--- config.mk ---
export PLATFORM = sky130hd
export DESIGN_NAME = instruction_segment_register
export DESIGN_NICKNAME = d
export VERILOG_FILES = /design/src/rtl/instruction_segment_register_pkg.sv /design/src/rtl/instruction_segment_register.sv
export SDC_FILE = /design/constraint.sdc
export NUM_CORES = 1
export LEC_CHECK = 0
export BUFFER_PORTS_ARGS = -buffer_cell sky130_fd_sc_hd__buf_2
export CELL_PAD_IN_SITES_DETAIL_PLACEMENT = 0
export CELL_PAD_IN_SITES_GLOBAL_PLACEMENT = 2
export CORE_UTILIZATION = 26
export CTS_CLUSTER_SIZE = 10
export DETAILED_ROUTE_END_ITERATION = 10
export PLACE_DENSITY_LB_ADDON = 0.1
export SLEW_MARGIN = 30
export SYNTH_ARGS = -nofsm -noshare
export SYNTH_HDL_FRONTEND = slang
export SYNTH_SLANG_ARGS = --single-unit
export TNS_END_PERCENT = 20
--- constraint.sdc ---
create_clock -name clk -period 1.09 [get_ports clk]
set_clock_uncertainty 0.05 [all_clocks]
set_input_delay 0.0545 -clock clk [delete_from_list [all_inputs] [get_ports clk]]
set_output_delay 0.0545 -clock clk [all_outputs]
set_load 0.02 [all_outputs]
--- src/rtl/instruction_segment_register_pkg.sv ---
// Shared CPU constants for the instruction segment register.
// The top-level CPU passes these into the register's WIDTH and RESET_VALUE.
package instruction_segment_register_pkg;

    localparam int          ISR_WIDTH       = 16;
    localparam logic [15:0] ISR_RESET_VALUE = 16'h0000;

endpackage

--- src/rtl/instruction_segment_register.sv ---
// Instruction segment base register feeding fetch-address formation.
// Holds the last loaded segment and flags whether a load has happened since reset and whether the last load changed the value.
module instruction_segment_register
    import instruction_segment_register_pkg::*;
#(
    parameter int               WIDTH       = ISR_WIDTH,
    parameter logic [WIDTH-1:0] RESET_VALUE = WIDTH'(ISR_RESET_VALUE)
) (
    input  logic             clk,
    input  logic             reset,
    input  logic             load_isr,
    input  logic [WIDTH-1:0] isr_data_in,
    output logic [WIDTH-1:0] isr_data_out,
    output logic             isr_valid,
    output logic             isr_updated
);

    logic [WIDTH-1:0] r_data;
    logic             r_valid;
    logic             r_updated;
    logic             w_changed;

    assign w_changed = (isr_data_in != r_data);

    // All three flop groups reset together; reset always wins over a load.
    always_ff @(posedge clk or negedge reset) begin
        if (!reset) begin
            r_data    <= RESET_VALUE;
            r_valid   <= 1'b0;
            r_updated <= 1'b0;
        end else if (load_isr) begin
            r_data    <= isr_data_in;
            r_valid   <= 1'b1;
            r_updated <= w_changed;
        end else begin
            r_updated <= 1'b0;
        end
    end

    assign isr_data_out = r_data;
    assign isr_valid    = r_valid;
    assign isr_updated  = r_updated;

endmodule

==> impl_metrics.py <==
metrics = {
    "placed_design": {
        "place_area_um2": 1149,
        "gp_congestion": 0.6938,
        "post-place-ws_ns": -0.1954,
        "port_buffers": 36,
        "dpl.hpwl_um": 1298,
    },
    "die": {
        "die_area_um2": 3435,
        "design.core.area_um2": 3053,
        "initial_core_util_pct": 27.30,
        "placementRows": 20,
        "die_h_um": 58.61,
        "die_w_um": 58.61,
        "io_pins": 37,
    },
    "power": {
        "powerDensity_nw_per_um2": 1189,
        "pwr-share-clk_pct": 22.7,
        "seq_power_share_pct": 43.7,
        "p_switching_w": 0.0004972,
        "intPower_w": 0.001313,
        "switching_share_pct": 27.47,
        "p_total_w": 0.001810,
        "vdd_drop_max_uv": 813.3,
        "pwr-share-comb_pct": 33.7,
        "power_leakage_nw": 0.6629,
    },
    "layout": {
        "fin_area_um2": 1523,
        "fillers": 313,
        "nNetsFinal": 147,
        "syn2layout_area_growth_pct": 82.73,
        "drive_gt1_share_pct": 65.35,
        "fin_util_pct": 49.88,
        "diodes": 0,
    },
    "worst_setup_path": {
        "end_kind": "register",
        "crit_buf_inv": 0,
        "required_ns": 1.22,
        "worstSetupStartpointType": "register",
        "rrSetupSlack_ns": -0.19,
        "path_cells": "xnor2_1 -> nand4_1 -> o41a_1",
        "cpPeakStageDelay_ns": 0.43,
        "critical_path.top_delay_family": "flip-flops",
        "path_max_fanout": 2,
        "crit_arrival_ns": 1.41,
        "timing.critical_path.slowest_stage_cell": "dfrtp_2",
        "worstSetupPathType": "reg -> reg",
    },
    "yosys": {
        "ys_seq_area_share_pct": 54.05,
        "synth.distinct_cells": 9,
        "synthTopCellsByArea": "dfrtp_1 54%, mux2_2 22%, xnor2_1 16%, nand4_1 3.0%, xnor2_2 2.0%",
        "synth_top_cell_by_area": "dfrtp_1",
        "synth_nets": 77,
        "syn_inst": 58,
        "ys_ff_latch": 18,
        "synth_area_um2": 833.3,
        "synth.avg_cell_area_um2": 14.37,
        "yosysWarnings": 0,
        "yosysTopAreaCellShare_pct": 54.05,
    },
    "sta": {
        "slew_violations": 0,
        "finalSetupViolCount": 2,
        "max_freq_mhz": 781.9,
        "rsz0062_at_grt": "yes",
        "relSlewSlack_pct": 72.26,
        "hold_viol": 0,
        "timing.final.crit_period_ns": 1.279,
        "layout_setup_ws_ns": -0.1889,
        "tightest_slew_ns": 0.4162,
        "timing.final.crit_share_pct": 117.3,
    },
    "routing": {
        "dr.first_iter.drc_count": 8,
        "vias": 716,
        "ant_nets": 0,
        "drt-pass1-iter-count": 2,
        "wirelength_um": 1942,
        "via_per_inst": 4.187,
        "wl_per_cell_um": 11.36,
        "drc": 0,
    },
    "global_route": {
        "overflow": 0,
        "antenna_found_initial": 0,
        "grt_pass1_wl_um": 3029,
        "grt_usage_pct": 12.16,
        "grt_pass1_vias": 696,
        "grt_start_max_net_pins": 19,
    },
    "clock_network": {
        "cts_sinks": 18,
        "cts_buffers": 3,
        "cts_root_buffer": "clkbuf_4",
        "cts_tree": "built",
        "clk_path_buf_depth": 2,
        "h-tree-depth": 1,
        "clk_pin_slew_worst_paths_ns": 0.10,
        "insertion_delay_ns": 0.29,
    },
    "flow_run": {
        "drv_cap": 0,
    },
    "min_path": {
        "hold_path.class": "in -> reg",
    },
    "outcome": {
        "violations": "negative setup slack",
        "status": "finished, violations left",
    },
}
cell usage after synthesis:
cell	instances
buf_2	1
buf_4	1
dfrtp_1	18
mux2_2	16
nand4_1	4
o41a_1	1
or2_2	1
xnor2_1	15
xnor2_2	1
stage by stage:
stage | std cells | hold slack (ns) | setup TNS (ns)
detailed placement | 147 | -0.03554 | -0.1954
global placement | 147 | -0.02638 | -0.1991
CTS | 168 | -0.04142 | -0.2092
finish | 171 | 0.1058 | -0.2684
floorplan | 58 | -0.2911 | -0.1650
global route | 171 | 0.1098 | -0.5349
logic make-up (layout without fill, tap and decap cells):
kind of cell | Yosys count | count (layout) | synth area share (%)
xor+xnor | 16 | 16 | 17.72
compound gates | 1 | 1 | 1.351
mux | 16 | 16 | 21.62
buf+inv | 2 | 71 | 1.501
simple gates | 5 | 5 | 3.754
flops | 18 | 18 | 54.05
power groups by stage:
stage | Clock, W | Combinational (W) | Sequential, W
4_1_cts | 0.000436 | 0.000571 | 0.000786
3_3_place_gp | 0 | 0.000443 | 0.000790
5_1_grt | 0.000459 | 0.000654 | 0.000799
6_report | 0.000410 | 0.000610 | 0.000790
2_1_floorplan | 0 | 0.000158 | 0.000877
3_5_place_dp | 0 | 0.000442 | 0.000795
what timing repair did:
action / in CTS / in global routing
hold endpoints to repair: 34 / 1
pin swaps: 8 / 4
resized for setup: 28 / 12
hold buffers: 16 / 1
buffers inserted: 1 / 2
endpoints found under the setup margin: 12 / 13
area by class of cell:
class | count | area [um^2] | area share, %
clock buffer | 4 | 36.28 | 2.383
tap | 44 | 55.05 | 3.615
sequential | 18 | 460.4 | 30.24
timing repair buffer | 67 | 578.1 | 37.96
multi-input combinational | 38 | 392.9 | 25.80
placed cells by master (no fill, tap or decap), drive strengths merged:
cell and instances:
dlygate4sd3 17, o41a 1, buf 50, or2 1, mux2 16, nand4 4, clkbuf 4, xnor2 16
dfrtp 18
worst paths after layout:
check / start / endpoint / cells after the start
worst max-delay path: isr_data_out[10] / isr_updated / 3
worst min-delay path: isr_data_in[2] / isr_updated / 4
worst max register to register: isr_data_out[10] / isr_updated / 3
worst min register to register: isr_valid / isr_valid / 1
max in group asynchronous: reset / isr_data_out[6] / 2
min in group asynchronous: reset / isr_data_out[13] / 2
sequential cells by signal, indices dropped and copies added, names as in the netlist:
name / count
isr_data_out: 16
isr_updated: 1
isr_valid: 1
per-layer routing:
| layer | share of wire [%] | global-route usage (%) | up-vias |
|---|---|---|---|
| met2 | 53 | 22.50 | 23 |
| met3 | 5.6 | 4.835 | 2 |
| met5 | 0 | 0 | - |
| li1 | - | - | 341 |
| met4 | 0.98 | 3.061 | 0 |
| met1 | 40 | 12.83 | 350 |
worst reg2reg max path, delay by kind of cell, from the launching register on:
| family | cells | cell delay [ns] |
|---|---|---|
| xor gates and xnor gates | 1 | 0.16 |
| AOI/OAI and AO/OA | 1 | 0.42 |
| and+or+nand+nor | 1 | 0.11 |
| DFF | 1 | 0.43 |
No activity file was read; power rests on OpenSTA's default activity.
